===== config.mk =====
export PLATFORM = sky130hd
export DESIGN_NAME = jtkunio_bank0_arb_flat
export DESIGN_NICKNAME = d
export VERILOG_FILES = /design/src/rtl/jtkunio_pkg.sv /design/src/rtl/jtkunio_bank0_arb_if.sv /design/src/rtl/jtkunio_wcache.sv /design/src/rtl/jtkunio_bank0_arb.sv /design/src/flat_wrapper.sv
export SDC_FILE = /design/constraint.sdc
export NUM_CORES = 1
export LEC_CHECK = 0
export ABC_AREA = 1
export CORE_ASPECT_RATIO = 1.5
export CORE_MARGIN = 10
export CORE_UTILIZATION = 42
export CTS_CLUSTER_DIAMETER = 40
export DETAILED_ROUTE_END_ITERATION = 16
export DONT_BUFFER_PORTS = 1
export PLACE_DENSITY = 0.58
export SYNTH_ARGS = -nofsm -noshare
export SYNTH_HDL_FRONTEND = slang
export SYNTH_SLANG_ARGS = --single-unit

===== constraint.sdc =====
create_clock -name clk -period 2.6 [get_ports clk]
set_clock_uncertainty 0.05 [all_clocks]
set_input_delay 0 -clock clk [delete_from_list [all_inputs] [get_ports clk]]
set_output_delay 0 -clock clk [all_outputs]
set_load 0.01 [all_outputs]

===== src/rtl/jtkunio_pkg.sv =====
// Shared definitions for the Kunio bank-0 ROM arbiter: FSM states, requester ids,
// default ROM offsets inside bank 0 and the round-robin successor helper.
package jtkunio_pkg;

  typedef enum logic [1:0] {
    ST_IDLE     = 2'd0,
    ST_WAIT_ACK = 2'd1,
    ST_WAIT_RDY = 2'd2
  } arb_state_e;

  localparam logic [1:0] MAIN = 2'd0;
  localparam logic [1:0] SND  = 2'd1;
  localparam logic [1:0] PCM  = 2'd2;

  localparam int BA_AW = 22;

  localparam logic [21:0] DEF_SND_OFFSET = 22'h08000;
  localparam logic [21:0] DEF_PCM_OFFSET = 22'h10000;

  // Requester that follows id in the main->snd->pcm ring.
  function automatic logic [1:0] rr_next(input logic [1:0] id);
    logic [1:0] n;
    case (id)
      MAIN:    n = SND;
      SND:     n = PCM;
      default: n = MAIN;
    endcase
    return n;
  endfunction

endpackage


===== src/rtl/jtkunio_bank0_arb_if.sv =====
// Bank-0 read port between the arbiter (master) and the SDRAM controller (slave).
interface jtkunio_bank0_arb_if;
  import jtkunio_pkg::*;

  logic [BA_AW-1:0] ba0_addr;
  logic             ba0_rd;
  logic             ba0_ack;
  logic             ba0_rdy;
  logic [15:0]      data_read;

  modport master (
    output ba0_addr, ba0_rd,
    input  ba0_ack, ba0_rdy, data_read
  );

  modport slave (
    input  ba0_addr, ba0_rd,
    output ba0_ack, ba0_rdy, data_read
  );

endinterface


===== src/rtl/jtkunio_wcache.sv =====
// One-word hit cache for a byte-wide ROM requester: holds valid/tag/word,
// computes the bank word address, the hit/miss flags and the byte select.
module jtkunio_wcache
  import jtkunio_pkg::*;
#(
  parameter int               AW     = 16,
  parameter logic [BA_AW-1:0] OFFSET = 22'd0
) (
  input  logic             clk,
  input  logic             rst_n,
  input  logic             downloading,
  input  logic             cs,
  input  logic [AW-1:0]    addr,
  input  logic             fill_we,
  input  logic [BA_AW-1:0] fill_tag,
  input  logic [15:0]      fill_word,
  output logic             ok,
  output logic [7:0]       data,
  output logic [BA_AW-1:0] word_addr,
  output logic             miss
);

  logic             valid_r;
  logic [BA_AW-1:0] tag_r;
  logic [15:0]      word_r;

  // Tag holds the full bank word address, offset included, so it compares directly.
  assign word_addr = {{(BA_AW-AW+1){1'b0}}, addr[AW-1:1]} + OFFSET;
  assign ok        = cs & valid_r & (tag_r == word_addr) & ~downloading;
  assign miss      = cs & ~ok & ~downloading;

  // Byte select from the cached word.
  always_comb begin
    if (addr[0]) begin
      data = word_r[15:8];
    end else begin
      data = word_r[7:0];
    end
  end

  // Cache storage; a download wipes validity and discards any fill landing meanwhile.
  always_ff @(posedge clk) begin
    if (!rst_n) begin
      valid_r <= 1'b0;
      tag_r   <= 22'd0;
      word_r  <= 16'd0;
    end else begin
      if (downloading) begin
        valid_r <= 1'b0;
      end else if (fill_we) begin
        valid_r <= 1'b1;
      end else begin
        valid_r <= valid_r;
      end
      if (fill_we) begin
        tag_r  <= fill_tag;
        word_r <= fill_word;
      end
    end
  end

endmodule


===== src/rtl/jtkunio_bank0_arb.sv =====
// Bank-0 sharing between main CPU, sound CPU and PCM: per-requester word caches,
// misses serialised onto the single bank read port with round-robin arbitration.
module jtkunio_bank0_arb
  import jtkunio_pkg::*;
#(
  parameter logic [BA_AW-1:0] SND_OFFSET = DEF_SND_OFFSET,
  parameter logic [BA_AW-1:0] PCM_OFFSET = DEF_PCM_OFFSET
) (
  input  logic        clk,
  input  logic        rst_n,
  input  logic        downloading,
  input  logic        main_cs,
  input  logic [15:0] main_addr,
  output logic [7:0]  main_data,
  output logic        main_ok,
  input  logic        snd_cs,
  input  logic [14:0] snd_addr,
  output logic [7:0]  snd_data,
  output logic        snd_ok,
  input  logic        pcm_cs,
  input  logic [16:0] pcm_addr,
  output logic [7:0]  pcm_data,
  output logic        pcm_ok,
  jtkunio_bank0_arb_if.master ba0
);

  arb_state_e       state_r, nxt_s;
  logic [1:0]       id_r, ptr_r;
  logic [BA_AW-1:0] addr_r;
  logic             rd_r;

  logic [3:0]       miss_s;
  logic [2:0]       fill_we_s;
  logic [BA_AW-1:0] main_wa_s, snd_wa_s, pcm_wa_s, win_addr_s;
  logic [1:0]       c1_s, c2_s, win_s;
  logic             main_miss_s, snd_miss_s, pcm_miss_s;

  jtkunio_wcache #(.AW(16), .OFFSET(22'd0)) u_main (
    .clk(clk), .rst_n(rst_n), .downloading(downloading),
    .cs(main_cs), .addr(main_addr),
    .fill_we(fill_we_s[0]), .fill_tag(addr_r), .fill_word(ba0.data_read),
    .ok(main_ok), .data(main_data), .word_addr(main_wa_s), .miss(main_miss_s)
  );

  jtkunio_wcache #(.AW(15), .OFFSET(SND_OFFSET)) u_snd (
    .clk(clk), .rst_n(rst_n), .downloading(downloading),
    .cs(snd_cs), .addr(snd_addr),
    .fill_we(fill_we_s[1]), .fill_tag(addr_r), .fill_word(ba0.data_read),
    .ok(snd_ok), .data(snd_data), .word_addr(snd_wa_s), .miss(snd_miss_s)
  );

  jtkunio_wcache #(.AW(17), .OFFSET(PCM_OFFSET)) u_pcm (
    .clk(clk), .rst_n(rst_n), .downloading(downloading),
    .cs(pcm_cs), .addr(pcm_addr),
    .fill_we(fill_we_s[2]), .fill_tag(addr_r), .fill_word(ba0.data_read),
    .ok(pcm_ok), .data(pcm_data), .word_addr(pcm_wa_s), .miss(pcm_miss_s)
  );

  // Spare top bit keeps the 2-bit id index inside the vector.
  assign miss_s = {1'b0, pcm_miss_s, snd_miss_s, main_miss_s};

  assign ba0.ba0_addr = addr_r;
  assign ba0.ba0_rd   = rd_r;

  // Round-robin pick: ptr_r is the highest-priority requester this cycle.
  always_comb begin
    c1_s = rr_next(ptr_r);
    c2_s = rr_next(c1_s);
    if (miss_s[ptr_r]) begin
      win_s = ptr_r;
    end else if (miss_s[c1_s]) begin
      win_s = c1_s;
    end else begin
      win_s = c2_s;
    end
    case (win_s)
      MAIN:    win_addr_s = main_wa_s;
      SND:     win_addr_s = snd_wa_s;
      PCM:     win_addr_s = pcm_wa_s;
      default: win_addr_s = 22'd0;
    endcase
  end

  // FSM state register.
  always_ff @(posedge clk) begin
    if (!rst_n) begin
      state_r <= ST_IDLE;
    end else begin
      state_r <= nxt_s;
    end
  end

  // FSM next-state logic.
  always_comb begin
    nxt_s = state_r;
    case (state_r)
      ST_IDLE: begin
        if (|miss_s[2:0]) nxt_s = ST_WAIT_ACK;
        else              nxt_s = ST_IDLE;
      end
      ST_WAIT_ACK: begin
        if (ba0.ba0_ack) nxt_s = ST_WAIT_RDY;
        else             nxt_s = ST_WAIT_ACK;
      end
      ST_WAIT_RDY: begin
        if (ba0.ba0_rdy) nxt_s = ST_IDLE;
        else             nxt_s = ST_WAIT_RDY;
      end
      default: nxt_s = ST_IDLE;
    endcase
  end

  // FSM outputs: steer the returning word into the winner's cache.
  always_comb begin
    fill_we_s = 3'b000;
    if ((state_r == ST_WAIT_RDY) && ba0.ba0_rdy) begin
      case (id_r)
        MAIN:    fill_we_s = 3'b001;
        SND:     fill_we_s = 3'b010;
        PCM:     fill_we_s = 3'b100;
        default: fill_we_s = 3'b000;
      endcase
    end else begin
      fill_we_s = 3'b000;
    end
  end

  // Transaction registers: latched winner, bank address, read strobe and rr pointer.
  always_ff @(posedge clk) begin
    if (!rst_n) begin
      id_r   <= MAIN;
      ptr_r  <= MAIN;
      addr_r <= 22'd0;
      rd_r   <= 1'b0;
    end else begin
      case (state_r)
        ST_IDLE: begin
          if (|miss_s[2:0]) begin
            id_r   <= win_s;
            addr_r <= win_addr_s;
            rd_r   <= 1'b1;
            ptr_r  <= rr_next(win_s);
          end
        end
        ST_WAIT_ACK: begin
          if (ba0.ba0_ack) rd_r <= 1'b0;
        end
        default: begin
          rd_r <= rd_r;
        end
      endcase
    end
  end

endmodule

===== src/flat_wrapper.sv =====
// flat-port wrapper written by rule: the top's interface ports become plain ports
module jtkunio_bank0_arb_flat import jtkunio_pkg::*;
#(
  parameter logic [BA_AW-1:0] SND_OFFSET = DEF_SND_OFFSET,
  parameter logic [BA_AW-1:0] PCM_OFFSET = DEF_PCM_OFFSET
)
  (clk, rst_n, downloading, main_cs, main_addr, main_data, main_ok, snd_cs, snd_addr, snd_data, snd_ok, pcm_cs, pcm_addr, pcm_data, pcm_ok, ba0_ba0_addr, ba0_ba0_rd, ba0_ba0_ack, ba0_ba0_rdy, ba0_data_read);
  jtkunio_bank0_arb_if ba0_i ();
  input  logic clk;
  input  logic rst_n;
  input  logic downloading;
  input  logic main_cs;
  input  logic [15:0] main_addr;
  output logic [7:0] main_data;
  output logic main_ok;
  input  logic snd_cs;
  input  logic [14:0] snd_addr;
  output logic [7:0] snd_data;
  output logic snd_ok;
  input  logic pcm_cs;
  input  logic [16:0] pcm_addr;
  output logic [7:0] pcm_data;
  output logic pcm_ok;
  output wire logic [$bits(ba0_i.ba0_addr)-1:0] ba0_ba0_addr;
  output wire logic [$bits(ba0_i.ba0_rd)-1:0] ba0_ba0_rd;
  input wire logic [$bits(ba0_i.ba0_ack)-1:0] ba0_ba0_ack;
  input wire logic [$bits(ba0_i.ba0_rdy)-1:0] ba0_ba0_rdy;
  input wire logic [$bits(ba0_i.data_read)-1:0] ba0_data_read;
  assign ba0_ba0_addr = ba0_i.ba0_addr;
  assign ba0_ba0_rd = ba0_i.ba0_rd;
  assign ba0_i.ba0_ack = ba0_ba0_ack;
  assign ba0_i.ba0_rdy = ba0_ba0_rdy;
  assign ba0_i.data_read = ba0_data_read;
  jtkunio_bank0_arb #(.SND_OFFSET(SND_OFFSET), .PCM_OFFSET(PCM_OFFSET)) u_core (.clk(clk), .rst_n(rst_n), .downloading(downloading), .main_cs(main_cs), .main_addr(main_addr), .main_data(main_data), .main_ok(main_ok), .snd_cs(snd_cs), .snd_addr(snd_addr), .snd_data(snd_data), .snd_ok(snd_ok), .pcm_cs(pcm_cs), .pcm_addr(pcm_addr), .pcm_data(pcm_data), .pcm_ok(pcm_ok), .ba0(ba0_i));
endmodule

==> flow_summary.yaml, run 1 <==
status:
  run_status: "complete, no violations"
synth:
  ys_ff_latch: 126
  yosysSeqAreaShare: 0.411
  yosys_warnings: 0
  syn_inst: 918
  yosys.area.top_type: "dfxtp_1"
  synthTopCellsByArea: "dfxtp_1 (41%), nand2_1 (12%), o21ai_0 (11%), nor2_1 (7.3%), inv_1 (6.7%)"
  avgSynthCellArea_sq_um: 6.69
  synth_area_sq_um: 6140
  synth.top_cell.area_share: 0.411
  synth_cell_types: 32
global_routing:
  grt_max_degree: 101
  antenna_found_initial: 0
  track_usage: 0.218
  grt_pass1_wl_um: 34200
  grt_pass1_vias: 5915
  overflow: 0
clocking:
  cts_buffer_depth: 2
  htreeDepth: 4
  cts.sinks: 126
  post_cts_buffers: 0
  cts_tree: "yes"
  cts_resized: 0
  worstSkewPairLatency_ns: 0.41
  numCtsBuffers: 17
  cts_root_buffer: "clkbuf_16"
  clkSlewWorstSetupHoldPaths_ns: 0.06
floorplanning:
  coreArea_sq_um: 14500
  die_h_um: 168
  ioPinCount: 122
  die-area_sq_um: 20000
  fp.dieW_um: 119
  initial_utilization: 0.425
  num_rows: 54
layout:
  design_area_sq_um: 7530
  drive_gt1_frac: 0.0680
  antenna_cells: 0
  finalNetCount: 1045
  area_growth_pct: 22.6
timing:
  setup_tns_ns: 0
  tightest_slew_ns: 0.957
  finalSetupViolations: 0
  hold_violations: 0
  period_needed_ns: 2.32
  fin_crit_sh: 0.892
  rsz0062_at_grt: "no"
  relSlewSlack: 0.361
  fmax_ghz: 0.431
  drv_slew: 0
detailed_routing:
  postRouteAntennaNets: 0
  viasPerCell: 5.05
  drc: 0
  wl_per_cell_um: 18.5
  first_pass_iters: 5
  dr_total_vias: 5969
  drtIter0Drc: 453
  wirelength_um: 21800
critical_path:
  path_class: "flop to flop"
  r2r-start: "u_core.u_snd.tag_r[1]"
  cp_data_arrival_time_ns: 2.53
  critical_path.max_fanout: 16
  startpoint: "u_core.u_snd.tag_r[1]"
  startpoint_type: "flop"
  crit_path_end_kind: "flop"
  cp_data_required_time_ns: 2.81
pwr:
  fin_total_pwr_mw: 5.07
  leakage_nw: 3.11
  powerDensity_nw_per_um2: 673
  irDropWorstVdd_uv: 369
placed_design:
  numPortBuffers: 0
  placed_cell_area_sq_um: 6240
  place_congestion: 0.895
  dp_hpwl_um: 15500
min_path:
  min_path_type: "input port to flop"
  min_from: "ba0_ba0_rdy"
run:
  cap_violations: 0
## placed cells by master, fill, tap and decap left out, types with 2 or more instances in the layout
cell type	n
a21oi_1	78
a21oi_2	10
buf_4	8
bufinv_16	2
clkbuf_1	2
clkbuf_16	17
clkinv_1	2
clkinv_2	4
clkinvlp_4	4
conb_1	5
dfxtp_1	126
dlygate4sd3_1	70
inv_1	109
inv_2	4
nand2_1	196
nand2_4	2
nand3_1	29
nand3_2	3
nand3_4	2
nand3b_1	2
nand4_1	26
nor2_1	119
nor2_4	3
nor3_1	5
nor4_1	2
o2111ai_1	3
o21ai_0	132
or2_2	2
xnor2_1	4
xor2_1	6
## worst max-delay path, cell delays in order, from the launching register on
cell and delay, ns:
dfxtp_1 0.31, inv_1 0.06, o21ai_0 0.26, nor2_1 0.09, nand2_1 0.09, nor2_1 0.04
nand2_1 0.13, nand3_1 0.16, nand3_4 0.14, nor2_4 0.05, nor2_4 0.32, inv_4 0.16
nand2_1 0.12, nand3_1 0.08, nand2_1 0.07, a21oi_2 0.06
## state kept, by name, indices dropped and copies added (netlist names), 2 cells and up
name                  flops
u_core.id_r               2
u_core.state_r            2
u_core.u_snd.word_r      16
u_core.u_main.tag_r      17
u_core.u_pcm.tag_r       17
u_core.u_main.word_r     16
u_core.ptr_r              2
u_core.u_snd.tag_r       17
u_core.u_pcm.word_r      16
u_core.ba0.ba0_addr      17
## worst paths after layout
check / end / slack [ns] / cells after the start
max: u_core.ba0.ba0_addr[1] / 0.28 / 15
min: u_core.u_main.tag_r[14] / 0.05 / 4
max reg2reg: u_core.ba0.ba0_addr[1] / 0.28 / 15
min reg2reg: u_core.u_pcm.word_r[7] / 0.39 / 2
## power breakdown
group | total, mW | internal (mW) | switching, mW
registers | 2.14 | 2.00 | 0.135
logic | 0.627 | 0.239 | 0.388
clock network | 2.31 | 1.42 | 0.885
total | 5.07 | 3.67 | 1.41
## synthesized netlist by cell type (all sizes together)
cell	instances
xor2	6
o2111ai	3
inv	114
nand3	34
or2	3
nor3	6
nor4	2
a21oi	88
o21ai	133
nor2	123
nand2	198
nand3b	2
dfxtp	126
conb	1
xnor2	4
buf	15
clkbuf	32
nand4	26
clkinv	2
## kinds of logic after synthesis
logic type	share of synthesized area
buf+inv	0.108
other cells	0.000610
compound gates	0.190
xor+xnor	0.0143
simple gates	0.276
flops	0.411
## area by class of cell
cell class,count,area [sq um]
Clock buffer,20,447
Clock inverter,11,119
Fill cell,1506,6920
Inverter,116,438
Multi-Input combinational cell,633,2980
Sequential cell,126,2520
Tap cell,196,245
Timing Repair Buffer,79,788
## through the flow
step / hold slack (ns) / setup WS, ns / util / instances
2_1_floorplan: 0.0800 / 0.741 / - / 922
3_3_place_gp: 0.0872 / 0.396 / 0.432 / 1079
3_5_place_dp: 0.0937 / 0.374 / 0.432 / 1079
4_1_cts: 0.0595 / 0.228 / 0.521 / 1181
5_1_grt: 0.0908 / 0.0550 / 0.521 / 1181
6_report: 0.0538 / 0.281 / 0.521 / 1181
## timing repair
| action | 4_1_cts | 5_1_grt |
|---|---|---|
| hold buffers | 71 | 0 |
| endpoints found under the hold margin | 121 | 0 |
| setup endpoints to repair | 0 | 0 |
## metal layers
layer	up-vias	routed length, um	global-route usage
met5	-	0	0
li1	3048	-	-
met3	57	1710	0.0706
met2	218	11100	0.389
met1	2646	7920	0.218
met4	0	1110	0.123
Power figures use the tool's default switching activity.
==> run 2: changes to the inputs <==
Settings changed: ABC_AREA 1 to unset, CTS_BUF_LIST set to sky130_fd_sc_hd__clkbuf_4 sky130_fd_sc_hd__clkbuf_8 sky130_fd_sc_hd__clkbuf_16.
Clock period 2.6 ns to 3 ns, I/O delays scaled along.
==> run 2 against run 1 <==
  * Sequential cell count unchanged
  * Sequential share of layout area rose by 2.7 points
  * Count of clock-buffer cells in the layout decreased by 1
  * Total power shrank 9.4%
  * Combinational power fell by 39%
  * Core utilization grew 1.5 points
  * Largest power group unchanged
==> flow_summary.yaml, run 2 <==
synth:
  synthFlopType: "dfxtp_1"
  synth_edf_count: 0
  synth_most_common_cell: "nand2_1"
  syn_inst: 699
  synth.top_cell.area_share: 0.453
  ys_top_cells_by_count: "nand2_1 (204), dfxtp_1 (126), a21oi_1 (107)"
  synthTopCellsByArea: "dfxtp_1 (45%), nand2_1 (14%), a21oi_1 (9.6%), xnor2_1 (7.1%), mux2_2 (4.9%)"
  ys_ff_latch: 126
  avgSynthCellArea_sq_um: 7.96
  synth_cell_types: 41
  yosys_warnings: 0
  yosysSeqAreaShare: 0.453
  yosys.area.top_type: "dfxtp_1"
  synth_area_sq_um: 5560
  synthArstFlopShare: 0
clocking:
  clkSlewWorstSetupHoldPaths_ns: 0.06
  htreeDepth: 4
  numCtsBuffers: 17
  cts_buffer_depth: 2
  cts_tree: "yes"
  cts.sinks: 126
  worstSkewPairLatency_ns: 0.42
  cts_root_buffer: "clkbuf_16"
pwr:
  seqPwrFrac: 0.401
  comb_power_share: 0.083
  intPower_mw: 3.48
  clkPwrFrac: 0.516
  leakage_nw: 2.33
  switchingPower_mw: 1.11
  power.share.switching: 0.242
  irDropWorstVdd_uv: 403
  powerDensity_nw_per_um2: 658
critical_path:
  cp_data_arrival_time_ns: 3.16
  reg2reg_slack_ns: 0.13
  path_class: "flop to flop"
  cp_data_required_time_ns: 3.28
  critical_path.max_fanout: 16
  crit_path_end_kind: "flop"
  startpoint_type: "flop"
detailed_routing:
  first_pass_iters: 5
  drtIter0Drc: 515
  viasPerCell: 5.65
  dr_total_vias: 5188
  wl_per_cell_um: 21.3
  drc: 0
  postRouteAntennaNets: 0
  wirelength_um: 19600
timing:
  finalSetupViolations: 0
  rsz0062_at_grt: "no"
  period_needed_ns: 2.87
  drv_slew: 0
  fin_crit_sh: 0.958
  setup_slack_ns: 0.126
  relSlewSlack: 0.167
  setup_tns_ns: 0
  tightest_slew_ns: 1.25
  fmax_ghz: 0.348
  hold_violations: 0
global_routing:
  track_usage: 0.205
  grt_max_degree: 71
  grt_pass1_vias: 5116
  overflow: 0
  antenna_found_initial: 0
  grt_pass1_wl_um: 29400
layout:
  finalNetCount: 818
  layout_commonest_cell: "nand2_1"
  design_area_sq_um: 6980
  final_cell_mix: "nand2_1 (204), dfxtp_1 (126), a21oi_1 (107)"
  area_growth_pct: 25.5
  antenna_cells: 0
  drive_gt1_frac: 0.105
floorplanning:
  die-area_sq_um: 18300
  initial_utilization: 0.427
  ioPinCount: 122
  coreArea_sq_um: 13000
  fp.dieW_um: 114
  num_rows: 51
  die_h_um: 161
placed_design:
  post-place-ws_ns: 0.220
  numPortBuffers: 0
  placed_cell_area_sq_um: 5650
  dp_hpwl_um: 13800
  place_congestion: 0.828
min_path:
  min_path_type: "input port to output pin"
status:
  run_status: "complete, no violations"
run:
  cap_violations: 0
run 2: cell count changes after synthesis, moves of 10 or more:
| cell | previous run | this run |
|---|---|---|
| nor2_1 | 119 | 11 |
| inv_1 | 109 | 3 |
| o21ai_0 | 132 | 31 |
| xnor2_1 | 4 | 45 |
| a21oi_1 | 78 | 107 |
| a31oi_1 | 0 | 29 |
| mux2_2 | 0 | 24 |
| nand4_1 | 26 | 11 |
| nand3_1 | 29 | 18 |
| a21oi_2 | 10 | 0 |
run 2: cells by family after synthesis:
| group | after synthesis | share of synthesized area |
|---|---|---|
| XOR/XNOR | 45 | 0.0708 |
| AO/OA/AOI/OAI | 186 | 0.184 |
| AND/OR/NAND/NOR | 261 | 0.197 |
| buffers and inverters | 56 | 0.0452 |
| multiplexers | 24 | 0.0486 |
| flip-flops | 126 | 0.453 |
| other | 1 | 0.000674 |
run 2: repair_timing:
item / 4_1_cts / 5_1_grt
setup buffers: 0 / 0
hold buffers: 65 / 0
resized for setup: 0 / 1
endpoints found under the setup margin: 0 / 1
endpoints found under the hold margin: 70 / 0
run 2: layout make-up:
class / count / area [sq um]
fill: 1229 / 6040
multi-input combinational: 521 / 2820
sequential: 126 / 2520
timing repair buffer: 76 / 746
clock buffer: 19 / 447
clock inverter: 13 / 235
tap: 159 / 199
inverter: 4 / 15.0
run 2: through the flow:
| stage | cells | total power, mW | hold WS (ns) | utilization |
|---|---|---|---|---|
| 6_report | 918 | 4.59 | 0.117 | 0.536 |
| 5_1_grt | 918 | 4.74 | 0.122 | 0.536 |
| 4_1_cts | 918 | 4.62 | 0.118 | 0.536 |
| 3_5_place_dp | 821 | 2.15 | 0.0934 | 0.434 |
| 3_3_place_gp | 821 | 2.14 | 0.0884 | 0.434 |
| 2_1_floorplan | 703 | 2.06 | 0.0860 | - |
run 2: path summary, 6_finish.rpt:
| check | cells past startpoint | start | end |
|---|---|---|---|
| max | 7 | u_core.u_pcm.tag_r[6] | u_core.ba0.ba0_addr[12] |
| min | 1 | snd_addr[0] | snd_data[5] |
| max reg2reg | 7 | u_core.u_pcm.tag_r[6] | u_core.ba0.ba0_addr[12] |
| min reg2reg | 2 | u_core.u_main.word_r[15] | u_core.u_main.word_r[15] |
run 2: power by group through the flow:
stage               clock, mW  sequential (mW)  combinational (mW)
floorplan                   0             1.82               0.239
global placement            0             1.88               0.268
detailed placement          0             1.88               0.276
CTS                      2.41             1.84               0.372
global route             2.48             1.85               0.411
finish                   2.37             1.84               0.380
run 2: worst max-delay path: stages (launching register included):
cell and delay [ns]:
dfxtp_1 0.32, xnor2_1 0.16, nand4_1 0.12, or4_4 0.58, o211a_1 0.27, o31ai_2 0.83
o21ai_0 0.21, a31oi_1 0.24
run 2: layer usage:
layer,up-vias,track usage,share of wire
li1,2467,-,-
met1,2439,0.204,0.35
met2,231,0.364,0.53
met3,51,0.0708,0.080
met4,0,0.107,0.043
met5,-,0,0
